===== src/rtl/joy_trackball_pkg.sv =====
// Shared types and helpers for the joystick-to-trackball emulator.
// Holds axis state/direction encodings, the quadrature Gray table and the period update rule.
package joy_trackball_pkg;

  typedef enum logic {
    AX_IDLE = 1'b0,
    AX_RUN  = 1'b1
  } ax_state_e;

  typedef enum logic [1:0] {
    DIR_NONE = 2'd0,
    DIR_POS  = 2'd1,
    DIR_NEG  = 2'd2
  } dir_e;

  // Phase index -> {A,B}; walking up the index is the +1 direction.
  localparam logic [3:0][1:0] GRAY_AB = {2'b10, 2'b11, 2'b01, 2'b00};

  function automatic dir_e dir_req(input logic pos, input logic neg);
    dir_e res;
    res = DIR_NONE;
    if (pos && !neg) begin
      res = DIR_POS;
    end else if (neg && !pos) begin
      res = DIR_NEG;
    end
    return res;
  endfunction

  // Subtract in 9 bits so a large step saturates at the floor instead of wrapping.
  function automatic logic [7:0] next_period(input logic [7:0] period,
                                             input logic [7:0] accel,
                                             input logic [7:0] min_p);
    logic [8:0] diff;
    logic [7:0] res;
    diff = {1'b0, period} - {1'b0, accel};
    res  = diff[7:0];
    if (diff[8] || (diff[7:0] < min_p)) begin
      res = min_p;
    end
    return res;
  endfunction

endpackage


===== src/rtl/joy_trackball_axis.sv =====
// One trackball axis: IDLE/RUN FSM with accelerating step period, quadrature phase and step count.
// Steps are decided on tick cycles only and appear on the registered outputs one clock later.
module joy_trackball_axis
  import joy_trackball_pkg::*;
#(
  parameter logic [7:0] MAX_PERIOD = 8'd16,
  parameter logic [7:0] MIN_PERIOD = 8'd2,
  parameter logic [7:0] ACCEL_STEP = 8'd1
) (
  input  logic       clk_i,
  input  logic       reset_i,
  input  logic       tick_i,
  input  logic       pos_i,
  input  logic       neg_i,
  output logic       a_o,
  output logic       b_o,
  output logic [7:0] cnt_o
);

  localparam logic [7:0] MAX_CD = MAX_PERIOD - 8'd1;

  ax_state_e  state_q, state_d;
  dir_e       dir_q, dir_d;
  logic [7:0] period_q, period_d;
  logic [7:0] cd_q, cd_d;
  logic [1:0] phase_q, phase_d;
  logic [1:0] ab_q, ab_d;
  logic [7:0] cnt_q, cnt_d;

  dir_e       req;
  dir_e       step_dir;
  logic [7:0] newp;

  always_ff @(posedge clk_i) begin
    if (reset_i) begin
      state_q  <= AX_IDLE;
      dir_q    <= DIR_NONE;
      period_q <= MAX_PERIOD;
      cd_q     <= 8'd0;
      phase_q  <= 2'd0;
      ab_q     <= 2'b00;
      cnt_q    <= 8'd0;
    end else begin
      state_q  <= state_d;
      dir_q    <= dir_d;
      period_q <= period_d;
      cd_q     <= cd_d;
      phase_q  <= phase_d;
      ab_q     <= ab_d;
      cnt_q    <= cnt_d;
    end
  end

  always_comb begin
    state_d  = state_q;
    dir_d    = dir_q;
    period_d = period_q;
    cd_d     = cd_q;
    step_dir = DIR_NONE;
    req      = dir_req(pos_i, neg_i);
    newp     = next_period(period_q, ACCEL_STEP, MIN_PERIOD);

    if (tick_i) begin
      case (state_q)
        AX_IDLE: begin
          if (req != DIR_NONE) begin
            step_dir = req;
            dir_d    = req;
            period_d = MAX_PERIOD;
            cd_d     = MAX_CD;
            state_d  = AX_RUN;
          end
        end
        AX_RUN: begin
          if (req == DIR_NONE) begin
            state_d  = AX_IDLE;
            period_d = MAX_PERIOD;
          end else if (req != dir_q) begin
            // Reversal restarts motion from the slowest speed.
            step_dir = req;
            dir_d    = req;
            period_d = MAX_PERIOD;
            cd_d     = MAX_CD;
          end else if (cd_q != 8'd0) begin
            cd_d = cd_q - 8'd1;
          end else begin
            step_dir = dir_q;
            period_d = newp;
            cd_d     = newp - 8'd1;
          end
        end
        default: begin
          state_d = AX_IDLE;
        end
      endcase
    end
  end

  always_comb begin
    phase_d = phase_q;
    cnt_d   = cnt_q;
    case (step_dir)
      DIR_POS: begin
        phase_d = phase_q + 2'd1;
        cnt_d   = cnt_q + 8'd1;
      end
      DIR_NEG: begin
        phase_d = phase_q - 2'd1;
        cnt_d   = cnt_q - 8'd1;
      end
      default: begin
        phase_d = phase_q;
        cnt_d   = cnt_q;
      end
    endcase
    ab_d = GRAY_AB[phase_d];
  end

  assign a_o   = ab_q[1];
  assign b_o   = ab_q[0];
  assign cnt_o = cnt_q;

endmodule


===== src/rtl/joy_trackball.sv =====
// Joystick directions to Crystal Castles trackball quadrature, with per-axis acceleration.
// Joystick edges reach the axis FSMs after a 2-flop sync; steps show one clock after a tick.
module joy_trackball
  import joy_trackball_pkg::*;
#(
  parameter int unsigned PRESCALE   = 1024,
  parameter logic [7:0]  MAX_PERIOD = 8'd16,
  parameter logic [7:0]  MIN_PERIOD = 8'd2,
  parameter logic [7:0]  ACCEL_STEP = 8'd1
) (
  input  logic       clk,
  input  logic       reset,
  input  logic       joy_right,
  input  logic       joy_left,
  input  logic       joy_down,
  input  logic       joy_up,
  input  logic       flip,
  output logic       trak_h_a,
  output logic       trak_h_b,
  output logic       trak_v_a,
  output logic       trak_v_b,
  output logic [7:0] cnt_h,
  output logic [7:0] cnt_v
);

  localparam int PW = (PRESCALE > 1) ? $clog2(PRESCALE) : 1;
  localparam logic [PW-1:0] PRE_LAST = PW'(PRESCALE - 1);

  // Bit order {up, down, left, right}.
  logic [3:0]    meta_q, sync_q;
  logic [PW-1:0] presc_q, presc_d;
  logic          tick;
  logic          h_pos, h_neg, v_pos, v_neg;

  always_ff @(posedge clk) begin
    if (reset) begin
      meta_q  <= 4'b0000;
      sync_q  <= 4'b0000;
      presc_q <= '0;
    end else begin
      meta_q  <= {joy_up, joy_down, joy_left, joy_right};
      sync_q  <= meta_q;
      presc_q <= presc_d;
    end
  end

  always_comb begin
    tick    = (presc_q == PRE_LAST);
    presc_d = tick ? '0 : presc_q + 1'b1;
  end

  // Cocktail flip mirrors both axes.
  always_comb begin
    h_pos = flip ? sync_q[1] : sync_q[0];
    h_neg = flip ? sync_q[0] : sync_q[1];
    v_pos = flip ? sync_q[3] : sync_q[2];
    v_neg = flip ? sync_q[2] : sync_q[3];
  end

  joy_trackball_axis #(
    .MAX_PERIOD (MAX_PERIOD),
    .MIN_PERIOD (MIN_PERIOD),
    .ACCEL_STEP (ACCEL_STEP)
  ) u_axis_h (
    .clk_i   (clk),
    .reset_i (reset),
    .tick_i  (tick),
    .pos_i   (h_pos),
    .neg_i   (h_neg),
    .a_o     (trak_h_a),
    .b_o     (trak_h_b),
    .cnt_o   (cnt_h)
  );

  joy_trackball_axis #(
    .MAX_PERIOD (MAX_PERIOD),
    .MIN_PERIOD (MIN_PERIOD),
    .ACCEL_STEP (ACCEL_STEP)
  ) u_axis_v (
    .clk_i   (clk),
    .reset_i (reset),
    .tick_i  (tick),
    .pos_i   (v_pos),
    .neg_i   (v_neg),
    .a_o     (trak_v_a),
    .b_o     (trak_v_b),
    .cnt_o   (cnt_v)
  );

endmodule

===== config.mk =====
export PLATFORM = sky130hd
export DESIGN_NAME = joy_trackball
export DESIGN_NICKNAME = d
export VERILOG_FILES = /design/src/rtl/joy_trackball_pkg.sv /design/src/rtl/joy_trackball_axis.sv /design/src/rtl/joy_trackball.sv
export SDC_FILE = /design/constraint.sdc
export NUM_CORES = 1
export LEC_CHECK = 0
export ABC_AREA = 1
export CAP_MARGIN = 10
export CORE_UTILIZATION = 30
export DETAILED_ROUTE_END_ITERATION = 12
export PLACE_DENSITY = 0.48
export REMOVE_ABC_BUFFERS = 1
export SLEW_MARGIN = 30
export SYNTH_ARGS = -nofsm -noshare
export SYNTH_HDL_FRONTEND = slang
export SYNTH_SLANG_ARGS = --single-unit

===== constraint.sdc =====
create_clock -name clk -period 7.95 [get_ports clk]
set_clock_uncertainty 0.15 [all_clocks]
set_input_delay 1.59 -clock clk [delete_from_list [all_inputs] [get_ports clk]]
set_output_delay 1.59 -clock clk [all_outputs]
set_load 0.02 [all_outputs]

Yosys cells after proc, flatten, opt, wreduce, memory -nomap -nowiden
Cells that the tools add are included.
{ "totals": {"register_bits": 80, "elab_cells": 142} }
{ "op_classes": {"n_addsub": 15, "magnitude_cmp": 4, "n_eq_ne": 15, "muxes": 64, "bitwise_logic": 2, "n_reduce_logical": 25} }
{ "ops": {"columns": ["cell", "count"], "rows": [
  ["$mux W8", 18],
  ["$pmux W8 S2", 6],
  ["$sub A8 B1 Y8 const B", 6],
  ["$mux W2", 22],
  ["$pmux W2 S2", 6],
  ["$sub A8 B1 Y9 const B", 2],
  ["$add A8 B1 Y8 const B", 2],
  ["$lt A8 B2 Y1 const B", 2],
  ["$reduce_bool A8 Y1", 2],
  ["$reduce_and A3 Y1", 4],
  ["$add A10 B1 Y10 const B", 1],
  ["$eq A10 B10 Y1 const B", 1],
  ["$bmux W2 S2", 2],
  ["$mux W1", 8],
  ["$ne A2 B2 Y1 const B", 4],
  ["$ne A4 B4 Y1 const B", 2],
  ["$reduce_and A4 Y1", 2],
  ["$reduce_bool A2 Y1", 4],
  ["$lt A2 B3 Y1 const B", 2],
  ["$add A2 B1 Y2 const B", 2],
  ["$eq A2 B1 Y1 const B", 2],
  ["$eq A2 B2 Y1 const B", 2],
  ["$logic_and A1 B1 Y1", 4],
  ["$logic_not A1 Y1", 4],
  ["other kinds (8)", 15]
]} }

Longest topological paths before layout
Gate-level depths: netlist (run 1).
{ "logic_depth": {"ltp_word": 14, "depth_mapped": 26} }

Cells and area by module
Synthesis (run 1) repeated with hierarchy kept, for this count alone.
{ "unflattened": {"hier_cells": 680, "area_unflattened_um2": 4768.3} }
{ "by_module_without_submodules": {"columns": ["module", "instances", "cells_per_inst", "area_per_inst_um2", "seq_area_each_um2"], "rows": [
  ["joy_trackball_axis at u_axis_v", 1, 293, 2029.4, 600.6],
  ["joy_trackball_axis at u_axis_h", 1, 293, 2006.9, 600.6],
  ["joy_trackball", 1, 94, 732.0, 360.3]
]} }

Worst setup path after synthesis (run 1)
Ideal clock, no wire load.
{ "synth_path": {"kind": "input -> register", "from": "in flip", "to": "reg u_axis_h.cnt_q[7] (netlist: u_axis_h.cnt_o[7])", "t_arrival_ns": 4.326, "required_ns": 7.681, "slack_ns": 3.355, "stages": 20, "path_buffers": 0, "path_cell_list": "o21ai_0 > inv_1 > ha_1 > nor2_1 > a32o_1 > nand2_1 > ha_1 > ha_1 > a21oi_1 > nand2_1 > nand2_1 > nand2_1 > nand2_1 > a21oi_1 > nor2_1 > nor2_1 > o21ai_0 > nand3_1 > o21ai_0 > a21oi_1"} }
{ "synth_between": {"elab_chain_cells": 12, "word_cells_on_any_way": 20, "cone_classes": "3 x eq/ne; 10 x mux; 7 x reduce/logical"} }
{ "synth_lines": {"columns": ["element", "line", "source"], "rows": [
  ["from (decl)", "joy_trackball.sv:17", "input logic flip,"],
  ["$mux W1", "joy_trackball.sv:54", "h_pos = flip ? sync_q[1] : sync_q[0];"],
  ["$logic_not A1 Y1", "joy_trackball_pkg.sv:24", "end else if (neg && !pos) begin"],
  ["$logic_and A1 B1 Y1", "joy_trackball_pkg.sv:24", null],
  ["$mux W2", "joy_trackball_pkg.sv:24", null],
  ["$mux W2 *", "joy_trackball_pkg.sv:22", "if (pos && !neg) begin"],
  ["$ne A2 B2 Y1", "joy_trackball_axis.sv:78", "end else if (req != dir_q) begin"],
  ["$mux W2", "joy_trackball_axis.sv:78", null],
  ["$mux W2", "joy_trackball_axis.sv:75", "if (req == DIR_NONE) begin"],
  ["$pmux W2 S2 *", "joy_trackball_axis.sv:64", "case (state_q)"],
  ["$mux W2 *", "joy_trackball_axis.sv:63", "if (tick_i) begin"],
  ["$eq A2 B2 Y1 or $eq A2 B1 Y1 (tied branches)", "joy_trackball_axis.sv:102", "case (step_dir)"],
  ["$pmux W8 S2 or $reduce_bool A2 Y1 (tied branches)", null, null],
  ["to (signal assigned)", "joy_trackball_axis.sv:50", "cnt_q <= cnt_d;"],
  ["to (decl)", "joy_trackball_axis.sv:28", "logic [7:0] cnt_q, cnt_d;"]
]} }
Every way passes the cells marked *; elsewhere a longest branch is shown, timed or not.
A chain may end at the register's enable or synchronous reset.

Final worst setup path (run 1)
Ends and elaborated chain as after synthesis.

==> out/results.ini, run 1 <==
[run_status]
run_status=finished, final reports clean

[grt]
antenna_found_initial=0
grt_pass1_vias=3921
grt_max_degree=52
track_usage_pct=13.6
grt_use_met1_pct=17.5
overflow=0
grtUsageMet2_pct=22.5
grt_util_met3_pct=2.55
grt_pass1_wl_um=18100
grt-busiest-layer=met2

[critical_path]
crit_path_start_kind=primary input
cp_data_required_time_ps=8030
endpoint_kind=flip-flop
reg2reg_from=presc_q[0]
r2r_setup_slack_ps=4210
cp_slowest_cell=clkdlybuf4s50_1
cp_cell_sequence=clkdlybuf4s50_1, o21ai_0, inv_1, ha_1, nor2_1, a32o_1, nand2_1, ha_1, ha_1, a21oi_1, nand2_1, nand2_1, nand2_1, nand2_1, a21oi_1, nor2_1, nor2_1, o21ai_0, nand3_1, o21ai_0, a21oi_1
critPathTopFamily=compound AO/OA/AOI/OAI gates
cp_common_cell=nand2_1
arrival_ps=5240
critical_path.max_stage_delay_ps=520
path_buf_inv=2
critical_path_class=primary input to flip-flop
reg2reg_depth=20
reg2reg_to=u_axis_v.cnt_o[6]
cp_max_fo=10

[placement]
dp_hpwl_um=7560
io_buffers=26
place_congestion=0.821

[final_layout]
finalNetCount=743
num_antenna_cells=0
area_growth_pct=16.4
layout-drive-gt1-share_pct=7.71

[synth]
syn_area_mm2=0.00475
ys_top_cells_by_count=123 x nand2_1, 114 x inv_1, 80 x nor2_1
synth_most_common_cell=nand2_1
ys_warn_count=0
yosysSeqAreaShare_pct=32.9
synthCells=684
synth.area.top_cells=dfxtp_1 33%, nand2_1 9.7%, inv_1 9.0%
avgSynthCellArea_um2=6.94
synthDominantCellAreaShare_pct=32.9
synth_edf_count=0
synth-seq-cells=78
async_reset_ff_share_pct=0
synth_area_leader_cell=dfxtp_1
yosysUniqueCellTypes=41
synth_ff_type=dfxtp_1

[cts]
cts_tree=built
post_cts_hold_buffer_count=0
clockRootBuffer=clkbuf_16
htreeDepth=3
cts_buffer_depth=2
post_cts_buffers=0
cts.clk_slew.worst_paths_ps=60
clk-insertion-delay-late_ps=340
clock-sinks=78
numCtsBuffers=9
post_cts_resized=0

[drt]
first_pass_iters=4
ant_nets=0
drtIter0Drc=154
wire_per_inst_um=11.1
post-route-drc-count=0
vias_per_cell=4.51
drt_wl_total_um=10200
via_count=4163

[hold_path]
holdCritPathClass=flip-flop to flip-flop
min_path_cells=2
min_from=meta_q[2]
hold_path_end=sync_q[2]

[sta]
hold_viol=0
finalCritPeriodShare_pct=64.9
setup_viol=0
whs_ps=250
slew_violations=0
fin_crit_ps=5160
max_slew_margin_pct=52.0
worst-slew-pin-transition_ps=714
tns_ps=0
rsz0062_at_grt=false
fmax_ghz=0.194

[floorplanning]
start_util_pct=31.0
fp.dieH_um=128
die_area_mm2=0.0163
fp.coreArea_mm2=0.0153
rows=45
die_width_um=128
pin_count=27

[power_and_ir_drop]
ir_drop_mv=0.114
p_leak_nw=2.34
powerDensity_mw_per_mm2=158

[run]
maxCapViolCount=0

-- worst max path at each step --
| stage | from | slack [ps] | depth (start not counted) | end |
|---|---|---|---|---|
| 2_1_floorplan | flip | 3350 | 20 | u_axis_h.cnt_o[7] |
| 3_3_place_gp | flip | 2510 | 21 | u_axis_h.cnt_o[7] |
| 3_5_place_dp | flip | 2450 | 21 | u_axis_h.cnt_o[7] |
| 4_1_cts | flip | 2810 | 21 | u_axis_h.cnt_o[7] |
| 5_1_grt | flip | 2310 | 22 | u_axis_h.cnt_o[7] |
| 6_report | flip | 2790 | 21 | u_axis_h.cnt_o[7] |
-- layer usage --
metal	share of wire, %	vias up	wire [µm]
li1	-	2255	-
met2	46	44	4680
met1	50	1854	5130
met5	0	-	0
met4	1.5	0	158
met3	2.6	10	269
-- registers in the layout (all words and copies together), names as in the netlist, 4 cells and up --
signal,cells
u_axis_v.cnt_o,8
u_axis_h.cnt_o,8
u_axis_v.cd_q,8
meta_q,4
u_axis_h.cd_q,8
u_axis_h.period_q,8
u_axis_v.period_q,8
presc_q,10
sync_q,4
-- report_power, final --
| part | leakage, nW | internal, mW | switching, mW |
|---|---|---|---|
| Clock | 0.148 | 0.284 | 0.165 |
| Sequential | 0.630 | 0.394 | 0.00131 |
| Combinational | 1.56 | 0.00972 | 0.0193 |
-- worst reg2reg max path, cell delays in order (launching register included) --
cell and delay [ps]:
dfxtp_1 350, ha_1 170, nand2_1 80, nor2_2 100, inv_2 70, nor2_4 110
nand2_2 70, nor2_4 150, nand3_2 120, nor2_4 200, inv_1 100, a21oi_1 140
ha_1 420, inv_1 100, fa_1 420, o21ai_0 290, a21oi_1 100, o21ai_0 200
xor2_1 90, o21ai_0 140, inv_1 50
-- per-stage QoR --
stage / util [%] / setup slack (ps) / std cells / power, mW / cell area [µm²]
2_1_floorplan: - / 3350 / 670 / 0.421 / 4670
3_5_place_dp: 34.0 / 2450 / 908 / 0.434 / 5200
4_1_cts: 36.1 / 2810 / 924 / 0.888 / 5530
6_report: 36.1 / 2790 / 924 / 0.873 / 5530
3_3_place_gp: 34.0 / 2510 / 908 / 0.433 / 5200
5_1_grt: 36.1 / 2310 / 924 / 0.910 / 5530
-- cell usage in the layout (no fill, tap or decap), drive strengths merged, types with 2 or more instances in the layout --
cell type and count:
clkinvlp 3, nor3 7, a31oi 4, nand3b 2
ha 26, o21ai 41, a221oi 3, bufinv 2
a21oi 50, buf 2, nand2 131, xor2 12
fa 2, xnor2 9, o211ai 6, nand3 51
inv 116, nor4 2, o21bai 2, nor2 97
clkdlybuf4s50 25, dfxtp 78, nand4 20, clkbuf 11
nor3b 4, o22ai 2
-- layout make-up --
type	count	area, µm²
clock buffer	11	243
clock inverter	5	82.6
fill	1690	9790
inverter	117	439
multi-input combinational	475	2670
sequential	78	1560
tap	211	264
timing repair buffer	27	263
-- cells by family after synthesis --
family,synth area share (%)
compound gates,12.8
buf+inv,10.8
xor+xnor,4.03
simple gates,31.8
flops,32.9
fa+ha+maj,7.70
Note: power is estimated with default switching activity, not from simulation.
==> run 2, diff against run 1 <==
--- a/config.mk
+++ b/config.mk
@@ -9,7 +9,7 @@
 export CAP_MARGIN = 10
 export CORE_UTILIZATION = 30
 export DETAILED_ROUTE_END_ITERATION = 12
-export PLACE_DENSITY = 0.48
+export PLACE_DENSITY = 0.49
 export REMOVE_ABC_BUFFERS = 1
 export SLEW_MARGIN = 30
 export SYNTH_ARGS = -nofsm -noshare
==> constraint.sdc (replaced) <==
create_clock -name clk -period 4.6 [get_ports clk]
set_clock_uncertainty 0.15 [all_clocks]
set_input_delay 0.92 -clock clk [delete_from_list [all_inputs] [get_ports clk]]
set_output_delay 0.92 -clock clk [all_outputs]
set_load 0.02 [all_outputs]
==> out/results.ini, run 2 (synthesis gave the netlist of run 1 again) <==
[placement]
dp_hpwl_um=7680
place_congestion=0.807
post-place-ws_ps=-93.0
io_buffers=26

[run]
maxCapViolCount=0

[drt]
wire_per_inst_um=11.2
drt_wl_total_um=10400
first_pass_iters=4
ant_nets=0
post-route-drc-count=0
via_count=4215
drtIter0Drc=170
vias_per_cell=4.53

[cts]
cts.clk_slew.worst_paths_ps=60
clk-insertion-delay-late_ps=330
clockRootBuffer=clkbuf_16
cts_tree=built
cts_buffer_depth=2
post_cts_buffers=0
clock-sinks=78
numCtsBuffers=9
htreeDepth=3

[floorplanning]
die_width_um=128
fp.dieH_um=128
pin_count=27
rows=45
fp.coreArea_mm2=0.0153
start_util_pct=31.0
die_area_mm2=0.0163

[critical_path]
cp_data_required_time_ps=4710
arrival_ps=4400
crit_path_start_kind=primary input
cp_cell_sequence=clkdlybuf4s50_1, o21ai_0, inv_1, ha_1, xnor2_1, a31oi_1, o211ai_1, ha_1, ha_1, a21oi_1, nand2_1, a21oi_1, o21bai_1, nand2_1, nand2_1, a21oi_1, xor2_1, nand2_1, a21oi_1
critical_path_class=primary input to flip-flop
endpoint_kind=flip-flop
cp_max_fo=8
cp_slowest_cell=clkdlybuf4s50_1
critical_path.max_stage_delay_ps=520

[sta]
hold_viol=0
finalCritPeriodShare_pct=93.2
fmax_ghz=0.233
fin_ws_ps=311
rsz0062_at_grt=false
worst-slew-pin-transition_ps=736
max_slew_margin_pct=50.9
fin_crit_ps=4290
slew_violations=0
whs_ps=253
setup_viol=0

[power_and_ir_drop]
p_switching_mw=0.313
ir_drop_mv=0.151
fin_total_pwr_mw=1.46
netSwitchingFraction_pct=21.4
p_leak_nw=2.37
p_int_mw=1.15
share_seq_of_total_power_pct=46.7
powerDensity_mw_per_mm2=263
comb_power_share_pct=3.7
clock_power_share_pct=49.6

[final_layout]
nFillCells=1657
regMostFlops=presc_q
area_growth_pct=17.1
finalNetCount=750
num_antenna_cells=0
layout-drive-gt1-share_pct=8.47
layout_common_cells=123 x nand2_1, 114 x inv_1, 80 x nor2_1
layout_commonest_cell=nand2_1
largest_reg_flops=10

[run_status]
run_status=finished, final reports clean

[grt]
grt_max_degree=51
grt_pass1_wl_um=18000
grt_pass1_vias=4022
overflow=0
track_usage_pct=13.5
antenna_found_initial=0

[hold_path]
holdCritPathClass=flip-flop to flip-flop

-- run 2: power groups by stage --
stage                     clock, mW  combinational [mW]  sequential (mW)
after floorplan                   0              0.0300            0.698
after global placement            0              0.0541            0.698
after detailed placement          0              0.0553            0.698
after CTS                     0.748              0.0554            0.683
after global routing          0.772              0.0623            0.684
final                         0.725              0.0546            0.683
-- run 2: layout make-up --
class,instances,area [µm²],share of cell area (%)
repair buffers,34,315,5.68
clock inverters,3,42.5,0.766
clock buffers,13,260,4.68
flip-flops and latches,78,1560,28.1
well taps,211,264,4.75
multi-input cells,475,2670,48.1
inverters,117,439,7.91
-- run 2: path summary, 6_finish.rpt --
check / start / end / slack [ps] / cells past startpoint
hold / removal: meta_q[3] / sync_q[3] / 250 / 2
setup reg to reg: presc_q[0] / u_axis_v.cnt_o[7] / 990 / 23
setup / recovery: flip / u_axis_v.cnt_o[7] / 310 / 19
hold reg to reg: meta_q[3] / sync_q[3] / 250 / 2
-- run 2: critical path, delay by kind of cell --
| kind | cells | cell delay, ps |
|---|---|---|
| AOI/OAI and AO/OA | 8 | 1270 |
| adders and majority gates | 3 | 900 |
| buffers and inverters | 2 | 630 |
| xor gates and xnor gates | 2 | 380 |
| and+or+nand+nor | 4 | 290 |
-- run 2: routing by layer --
layer | wire (µm) | vias up | global-route usage, %
met5 | 0 | - | 0
met4 | 160 | 0 | 5.12
met3 | 263 | 15 | 2.50
met2 | 4780 | 50 | 22.7
met1 | 5190 | 1876 | 17.1
li1 | - | 2274 | -
-- run 2: through the flow --
| stage | util, % | instances | area [µm²] | setup TNS, ps |
|---|---|---|---|---|
| final | 36.3 | 931 | 5560 | 0 |
| after global routing | 36.3 | 931 | 5560 | 0 |
| after CTS | 36.3 | 931 | 5560 | 0 |
| after detailed placement | 34.3 | 915 | 5250 | -152 |
| after global placement | 34.3 | 915 | 5250 | 0 |
| after floorplan | - | 670 | 4670 | 0 |
-- run 2: what timing repair did --
action | 4_1_cts | 5_1_grt
gates resized for setup | 0 | 3
endpoints found under the hold margin | 0 | 0
hold buffers | 0 | 0
setup endpoints to repair | 0 | 3
